[config.mk]
export PLATFORM = sky130hd
export DESIGN_NAME = chacha_keystream_sched_flat
export DESIGN_NICKNAME = d
export VERILOG_FILES = /design/src/rtl/chacha_keystream_sched_if.sv /design/src/rtl/chacha_keystream_sched.sv /design/src/flat_wrapper.sv
export SDC_FILE = /design/constraint.sdc
export NUM_CORES = 1
export LEC_CHECK = 0
export ABC_AREA = 0
export BUFFER_PORTS_ARGS = -buffer_cell sky130_fd_sc_hd__buf_2
export CAP_MARGIN = 20
export CORE_ASPECT_RATIO = 1.2
export CORE_MARGIN = 8
export CORE_UTILIZATION = 50
export CTS_BUF_LIST = sky130_fd_sc_hd__clkbuf_8 sky130_fd_sc_hd__clkbuf_16
export DETAILED_ROUTE_END_ITERATION = 10
export PLACE_DENSITY = 0.71
export SLEW_MARGIN = 20
export SYNTH_ARGS = -nofsm -noshare
export SYNTH_HDL_FRONTEND = slang
export SYNTH_SLANG_ARGS = --single-unit
[constraint.sdc]
create_clock -name wb_clk_i -period 70.4 [get_ports wb_clk_i]
set_input_delay 7.04 -clock wb_clk_i [delete_from_list [all_inputs] [get_ports wb_clk_i]]
set_output_delay 7.04 -clock wb_clk_i [all_outputs]
set_load 0.03 [all_outputs]
[src/rtl/chacha_keystream_sched_if.sv]
// Bundles the command, ChaCha-core and keystream signals of the block sequencer.
// The slave modport is the sequencer's view; master is the view of whatever drives it.
interface chacha_keystream_sched_if #(
    parameter int NB_W = 16
);
    logic            start_i;
    logic            abort_i;
    logic [NB_W-1:0] num_blocks_i;
    logic [31:0]     ctr_init_i;
    logic            core_start_o;
    logic [31:0]     core_ctr_o;
    logic            core_done_i;
    logic [511:0]    core_block_i;
    logic            ks_valid_o;
    logic            ks_ready_i;
    logic [31:0]     ks_data_o;
    logic            ks_last_o;
    logic            busy_o;
    logic            done_o;
    logic            err_wrap_o;
    logic            err_tmo_o;
    logic [NB_W-1:0] blocks_done_o;

    modport slave (
        input  start_i, abort_i, num_blocks_i, ctr_init_i, core_done_i, core_block_i, ks_ready_i,
        output core_start_o, core_ctr_o, ks_valid_o, ks_data_o, ks_last_o,
               busy_o, done_o, err_wrap_o, err_tmo_o, blocks_done_o
    );

    modport master (
        output start_i, abort_i, num_blocks_i, ctr_init_i, core_done_i, core_block_i, ks_ready_i,
        input  core_start_o, core_ctr_o, ks_valid_o, ks_data_o, ks_last_o,
               busy_o, done_o, err_wrap_o, err_tmo_o, blocks_done_o
    );
endinterface

[src/rtl/chacha_keystream_sched.sv]
// Issues N counter-stamped block requests to the ChaCha core, double-buffers the
// 512-bit results and streams them out as 32-bit keystream words.
module chacha_keystream_sched #(
    parameter int TIMEOUT = 1024,
    parameter int NB_W    = 16
) (
    input  logic                    wb_clk_i,
    input  logic                    wb_rstn_i,
    chacha_keystream_sched_if.slave bus
);
    localparam int CW = $clog2(TIMEOUT + 1);

    typedef enum logic [2:0] {
        S_IDLE,
        S_ISSUE,
        S_WAIT,
        S_DRAIN,
        S_FLUSH
    } state_e;

    state_e            state_q, state_d;
    logic [31:0]       ctr_q, ctr_d;
    logic [NB_W-1:0]   remaining_q, remaining_d;
    logic [NB_W-1:0]   blocks_done_q, blocks_done_d;
    logic              err_wrap_q, err_wrap_d;
    logic              err_tmo_q, err_tmo_d;
    logic              done_q, done_d;
    logic [CW-1:0]     tmo_cnt_q, tmo_cnt_d;
    logic [1:0]        full_q, full_d;
    logic [1:0]        last_q, last_d;
    logic              wr_ptr_q, wr_ptr_d;
    logic              rd_ptr_q, rd_ptr_d;
    logic [3:0]        word_idx_q, word_idx_d;

    logic [511:0]      buf_q [2];
    logic [15:0][31:0] rd_words;
    logic              capture;
    logic              core_start;
    logic              ks_valid;
    logic              ks_xfer;
    logic              tmo_hit;

    assign ks_valid = full_q[rd_ptr_q];
    assign ks_xfer  = ks_valid & bus.ks_ready_i;
    assign tmo_hit  = (tmo_cnt_q >= CW'(TIMEOUT - 1));
    assign rd_words = buf_q[rd_ptr_q];

    always_comb begin
        state_d       = state_q;
        ctr_d         = ctr_q;
        remaining_d   = remaining_q;
        blocks_done_d = blocks_done_q;
        err_wrap_d    = err_wrap_q;
        err_tmo_d     = err_tmo_q;
        done_d        = 1'b0;
        tmo_cnt_d     = tmo_cnt_q;
        full_d        = full_q;
        last_d        = last_q;
        wr_ptr_d      = wr_ptr_q;
        rd_ptr_d      = rd_ptr_q;
        word_idx_d    = word_idx_q;
        capture       = 1'b0;
        core_start    = 1'b0;

        // Read side runs independently of the FSM so a capture and a free can coincide.
        if (ks_xfer) begin
            if (word_idx_q == 4'd15) begin
                word_idx_d        = 4'd0;
                full_d[rd_ptr_q]  = 1'b0;
                rd_ptr_d          = ~rd_ptr_q;
            end else begin
                word_idx_d = word_idx_q + 4'd1;
            end
        end

        unique case (state_q)
            S_IDLE: begin
                if (bus.start_i) begin
                    ctr_d         = bus.ctr_init_i;
                    remaining_d   = bus.num_blocks_i;
                    blocks_done_d = '0;
                    err_wrap_d    = 1'b0;
                    err_tmo_d     = 1'b0;
                    if (bus.num_blocks_i == '0) begin
                        done_d = 1'b1;
                    end else begin
                        state_d = S_ISSUE;
                    end
                end
            end
            S_ISSUE: begin
                // Reads drain in order, so the only buffer that can be free is the write one.
                if (!full_q[wr_ptr_q]) begin
                    core_start = 1'b1;
                    tmo_cnt_d  = CW'(1);
                    state_d    = S_WAIT;
                end
            end
            S_WAIT: begin
                if (bus.core_done_i) begin
                    capture          = 1'b1;
                    full_d[wr_ptr_q] = 1'b1;
                    last_d[wr_ptr_q] = 1'b0;
                    wr_ptr_d         = ~wr_ptr_q;
                    blocks_done_d    = blocks_done_q + NB_W'(1);
                    remaining_d      = remaining_q - NB_W'(1);
                    if (remaining_q == NB_W'(1)) begin
                        last_d[wr_ptr_q] = 1'b1;
                        state_d          = S_DRAIN;
                    end else if (ctr_q == 32'hFFFF_FFFF) begin
                        err_wrap_d       = 1'b1;
                        last_d[wr_ptr_q] = 1'b1;
                        state_d          = S_DRAIN;
                    end else begin
                        ctr_d   = ctr_q + 32'd1;
                        state_d = S_ISSUE;
                    end
                end else if (tmo_hit) begin
                    // The previously captured block, if still unread, becomes the run's last.
                    err_tmo_d = 1'b1;
                    if (full_q[~wr_ptr_q]) begin
                        last_d[~wr_ptr_q] = 1'b1;
                    end
                    state_d = S_DRAIN;
                end else begin
                    tmo_cnt_d = tmo_cnt_q + CW'(1);
                end
            end
            S_DRAIN: begin
                if (full_d == 2'b00) begin
                    done_d  = 1'b1;
                    state_d = S_IDLE;
                end
            end
            S_FLUSH: begin
                if (bus.core_done_i || tmo_hit) begin
                    state_d = S_IDLE;
                end else begin
                    tmo_cnt_d = tmo_cnt_q + CW'(1);
                end
            end
            default: state_d = S_IDLE;
        endcase

        if (bus.abort_i && (state_q != S_IDLE) && (state_q != S_FLUSH)) begin
            full_d        = 2'b00;
            wr_ptr_d      = 1'b0;
            rd_ptr_d      = 1'b0;
            word_idx_d    = 4'd0;
            capture       = 1'b0;
            core_start    = 1'b0;
            done_d        = 1'b0;
            ctr_d         = ctr_q;
            remaining_d   = remaining_q;
            blocks_done_d = blocks_done_q;
            err_wrap_d    = err_wrap_q;
            err_tmo_d     = err_tmo_q;
            // A result already arriving needs no flush wait; otherwise swallow the one in flight.
            if (state_q == S_WAIT && !bus.core_done_i) begin
                state_d = S_FLUSH;
            end else begin
                state_d = S_IDLE;
            end
        end
    end

    always_ff @(posedge wb_clk_i or negedge wb_rstn_i) begin
        if (!wb_rstn_i) begin
            state_q       <= S_IDLE;
            ctr_q         <= '0;
            remaining_q   <= '0;
            blocks_done_q <= '0;
            err_wrap_q    <= 1'b0;
            err_tmo_q     <= 1'b0;
            done_q        <= 1'b0;
            tmo_cnt_q     <= '0;
            full_q        <= 2'b00;
            last_q        <= 2'b00;
            wr_ptr_q      <= 1'b0;
            rd_ptr_q      <= 1'b0;
            word_idx_q    <= 4'd0;
        end else begin
            state_q       <= state_d;
            ctr_q         <= ctr_d;
            remaining_q   <= remaining_d;
            blocks_done_q <= blocks_done_d;
            err_wrap_q    <= err_wrap_d;
            err_tmo_q     <= err_tmo_d;
            done_q        <= done_d;
            tmo_cnt_q     <= tmo_cnt_d;
            full_q        <= full_d;
            last_q        <= last_d;
            wr_ptr_q      <= wr_ptr_d;
            rd_ptr_q      <= rd_ptr_d;
            word_idx_q    <= word_idx_d;
        end
    end

    // Block storage needs no reset: its contents are only visible behind full_q.
    always_ff @(posedge wb_clk_i) begin
        if (capture) begin
            buf_q[wr_ptr_q] <= bus.core_block_i;
        end
    end

    assign bus.core_start_o  = core_start;
    assign bus.core_ctr_o    = ctr_q;
    assign bus.ks_valid_o    = ks_valid;
    assign bus.ks_data_o     = ks_valid ? rd_words[word_idx_q] : 32'd0;
    assign bus.ks_last_o     = ks_valid && (word_idx_q == 4'd15) && last_q[rd_ptr_q];
    assign bus.busy_o        = (state_q != S_IDLE);
    assign bus.done_o        = done_q;
    assign bus.err_wrap_o    = err_wrap_q;
    assign bus.err_tmo_o     = err_tmo_q;
    assign bus.blocks_done_o = blocks_done_q;
endmodule

[src/flat_wrapper.sv]
// flat-port wrapper written by rule: the top's interface ports become plain ports
module chacha_keystream_sched_flat 
#(
    parameter int TIMEOUT = 1024,
    parameter int NB_W    = 16
)
  (wb_clk_i, wb_rstn_i, bus_start_i, bus_abort_i, bus_num_blocks_i, bus_ctr_init_i, bus_core_done_i, bus_core_block_i, bus_ks_ready_i, bus_core_start_o, bus_core_ctr_o, bus_ks_valid_o, bus_ks_data_o, bus_ks_last_o, bus_busy_o, bus_done_o, bus_err_wrap_o, bus_err_tmo_o, bus_blocks_done_o);
  chacha_keystream_sched_if #(.NB_W(NB_W)) bus_i ();
  input  logic wb_clk_i;
  input  logic wb_rstn_i;
  input wire logic [$bits(bus_i.start_i)-1:0] bus_start_i;
  input wire logic [$bits(bus_i.abort_i)-1:0] bus_abort_i;
  input wire logic [$bits(bus_i.num_blocks_i)-1:0] bus_num_blocks_i;
  input wire logic [$bits(bus_i.ctr_init_i)-1:0] bus_ctr_init_i;
  input wire logic [$bits(bus_i.core_done_i)-1:0] bus_core_done_i;
  input wire logic [$bits(bus_i.core_block_i)-1:0] bus_core_block_i;
  input wire logic [$bits(bus_i.ks_ready_i)-1:0] bus_ks_ready_i;
  output wire logic [$bits(bus_i.core_start_o)-1:0] bus_core_start_o;
  output wire logic [$bits(bus_i.core_ctr_o)-1:0] bus_core_ctr_o;
  output wire logic [$bits(bus_i.ks_valid_o)-1:0] bus_ks_valid_o;
  output wire logic [$bits(bus_i.ks_data_o)-1:0] bus_ks_data_o;
  output wire logic [$bits(bus_i.ks_last_o)-1:0] bus_ks_last_o;
  output wire logic [$bits(bus_i.busy_o)-1:0] bus_busy_o;
  output wire logic [$bits(bus_i.done_o)-1:0] bus_done_o;
  output wire logic [$bits(bus_i.err_wrap_o)-1:0] bus_err_wrap_o;
  output wire logic [$bits(bus_i.err_tmo_o)-1:0] bus_err_tmo_o;
  output wire logic [$bits(bus_i.blocks_done_o)-1:0] bus_blocks_done_o;
  assign bus_i.start_i = bus_start_i;
  assign bus_i.abort_i = bus_abort_i;
  assign bus_i.num_blocks_i = bus_num_blocks_i;
  assign bus_i.ctr_init_i = bus_ctr_init_i;
  assign bus_i.core_done_i = bus_core_done_i;
  assign bus_i.core_block_i = bus_core_block_i;
  assign bus_i.ks_ready_i = bus_ks_ready_i;
  assign bus_core_start_o = bus_i.core_start_o;
  assign bus_core_ctr_o = bus_i.core_ctr_o;
  assign bus_ks_valid_o = bus_i.ks_valid_o;
  assign bus_ks_data_o = bus_i.ks_data_o;
  assign bus_ks_last_o = bus_i.ks_last_o;
  assign bus_busy_o = bus_i.busy_o;
  assign bus_done_o = bus_i.done_o;
  assign bus_err_wrap_o = bus_i.err_wrap_o;
  assign bus_err_tmo_o = bus_i.err_tmo_o;
  assign bus_blocks_done_o = bus_i.blocks_done_o;
  chacha_keystream_sched #(.TIMEOUT(TIMEOUT), .NB_W(NB_W)) u_core (.wb_clk_i(wb_clk_i), .wb_rstn_i(wb_rstn_i), .bus(bus_i));
endmodule
==> metrics.txt <==
cts hold-fix bufs 0; Final min period 15.00 ns; Clock transition at path regs 0.06 ns; vias per inst roughly 5.9; RSZ-0062 raised after global routing no; Yosys reg bits 1115; switching pwr 484.5 uW; Final Hold Fails 0; hold slack roughly 0.50 ns; status completed; sequential share of the synthesized area about three quarters; Overall Power approximately 1.7 mW; CP Data Arrival Time 7.96 ns; Worst Setup End Kind output pin; syn avg cell area 20.45 sq um; Clock Tree Buf Depth 3; number of CTS-inserted buffers 106; Mapped Area about 44000 sq um; first-pass GRT wire length around 170000 microns; Die ar. 98450 sq um; most frequent cells in the layout edfxtp_1, buf_2, mux4_2; DIE HEIGHT 342.1 microns; filler cell count 6324; sum of negative setup slack 0 ns; nets 3417; DP HPWL 81740 microns; worst slew pin tran 1.240 ns; Initial DRT Pass Iterations 7; skew final 0.01798 ns; Post-synth EDFFs 1024; # rows 119; P_leak 17.85 nW; initial antenna violation count 99; grt total ovfl 0; Worst VDD drop 0.00002152 V; P_int around 1.3 mW; H-tree Lvls 3; gr usage total 23.13%; Core ar. 87850 sq um; switching part of the total 27.79%; fin. max-slew vios 0; commonest non-fill, non-tap cell in the layout edfxtp_1; Most used DFF post-synth edfxtp_1; period utilization about a fifth; routability cong. around 0.87; number of clock sinks around 1100; initial core utilization 50.44%; root buf cell clkbuf_16; Clock power frac 33.2%; setup slack, reg-to-reg roughly 67 ns; max-cap viol count 0; critical path peak fanout 6; Async S/R FF share, synth 8.161%; Required @ worst endpoint 63.36 ns; fin util 59.76%; Buffers on Ports 652; CTS resizes 0; f_max 66.66 MHz; Synth top area share between 60% and 70%; Placed Area 48760 sq um; Horiz. Die Dim 287.8 microns; syn nets roughly 2700; relative slew slack between 10% and 20%; Comb pwr share 19.5%; drt drc 0; Seq pwr share 47.3%; largest net degree at the start of global routing 181; Yosys top cell by area edfxtp_1; critical path class input pin to output pin; initial drt markers 2202; HP Class register to register; pwr/cell area 33.21 nW/um^2; post-route ant nets 0; P&R area growth vs syn 18.46%; Post-Syn Instances roughly 2200; vias in the first global route 25820; Worst Setup Start Kind input pin; I/O Pins ~650; Routed WL between 100000 and 150000 microns; design area between 50000 and 60000 sq um; clock latency on the worst-skew pair 0.66 ns; Yosys cell types 74; Via Count 24470; Setup violations, final 0; DR WL/cell 28.07 microns; synth top area cells edfxtp_1, mux4_2, dfrtp_1; Setup Fix Bufs, Post-CTS 0; YS warnings 0; CTS tree done; share of post-route cells with drive strength above 1 40.45%
==> routing by layer <==
metal	share of wire, %	wire length, microns	track usage, %	vias to the layer above
li1	-	-	-	10460
met1	37	43190	28.48	12640
met2	50	58600	38.53	1088
met3	8.5	9883	6.412	248
met4	3.7	4342	9.811	44
met5	0.24	275	0	-
==> Yosys cell counts (37+ instances only) <==
cell      number
clkbuf_1      47
a21oi_1       53
o22ai_1       38
clkinv_1      37
nand2_1       64
buf_2         40
edfxtp_1    1024
nor3_1        40
dfrtp_1       91
mux4_2       320
nor2_1        64
inv_1         37
==> per-stage QoR <==
stage	instances	setup WS, ns
after global routing	4122	55.37
after floorplan	2167	26.32
after detailed placement	3886	55.44
after global placement	3886	55.41
after CTS	4081	55.44
final	4142	55.40
==> cell type report <==
type / count / area (sq um) / area share [%]
diodes: 61 / 152.6 / 0.2908
clock inverters: 85 / 823.3 / 1.568
inverters: 76 / 285.3 / 0.5434
well taps: 1149 / 1438 / 2.739
flip-flops and latches: 1115 / 33040 / 62.94
multi-input cells: 863 / 10470 / 19.95
clock buffers: 110 / 2753 / 5.244
repair buffers: 683 / 3531 / 6.726
==> power groups by stage <==
stage / clock network [mW] / registers, mW / logic, mW
2_1_floorplan: 0 / 0.892 / 0.214
3_3_place_gp: 0 / 0.833 / 0.335
3_5_place_dp: 0 / 0.837 / 0.342
4_1_cts: 0.590 / 0.823 / 0.343
5_1_grt: 0.613 / 0.830 / 0.364
6_report: 0.578 / 0.824 / 0.341
==> kinds of logic (layout without fill, tap and decap cells) <==
family	after synthesis	in the layout	share of synthesized area, %
AND/OR/NAND/NOR	296	296	3.507
buffers and inverters	189	954	1.892
XOR/XNOR	15	15	0.2965
adder cells (fa/ha/maj)	6	6	0.1694
flip-flops	1115	1115	74.53
other	0	61	0
multiplexers	329	329	16.47
AO/OA/AOI/OAI	217	217	3.134
==> final timing paths <==
path,end,cells past startpoint,from
min in group asynchronous,u_core.bus.done_o$_DFF_PN0_,1,wb_rstn_i
max in group asynchronous,u_core.word_idx_q[1]$_DFFE_PN0P_,2,wb_rstn_i
worst max register to register,u_core.buf_q[1][76]$_DFFE_PP_,6,u_core.state_q[1]$_DFFE_PN0P_
worst min-delay path,u_core.remaining_q[11]$_DFFE_PN0P_,2,u_core.remaining_q[11]$_DFFE_PN0P_
worst max-delay path,bus_core_start_o,5,bus_abort_i
worst min register to register,u_core.remaining_q[11]$_DFFE_PN0P_,2,u_core.remaining_q[11]$_DFFE_PN0P_
==> worst max-delay path, stage by stage <==
cell	delay, ns
buf_2	0.13
nor2_1	0.11
nand3_1	0.09
nor2_1	0.31
buf_2	0.27
==> registers in the layout, indices dropped and copies added, names as in the netlist, named ones only <==
signal,flops
u_core.bus.err_wrap_o,1
u_core.word_idx_q,4
u_core.bus.blocks_done_o,16
u_core.tmo_cnt_q,11
u_core.wr_ptr_q,1
u_core.state_q,3
u_core.rd_ptr_q,1
u_core.full_q,2
u_core.bus.core_ctr_o,32
u_core.buf_q,1024
u_core.bus.err_tmo_o,1
u_core.remaining_q,16
u_core.bus.done_o,1
No activity file was read; power rests on OpenSTA's default activity.
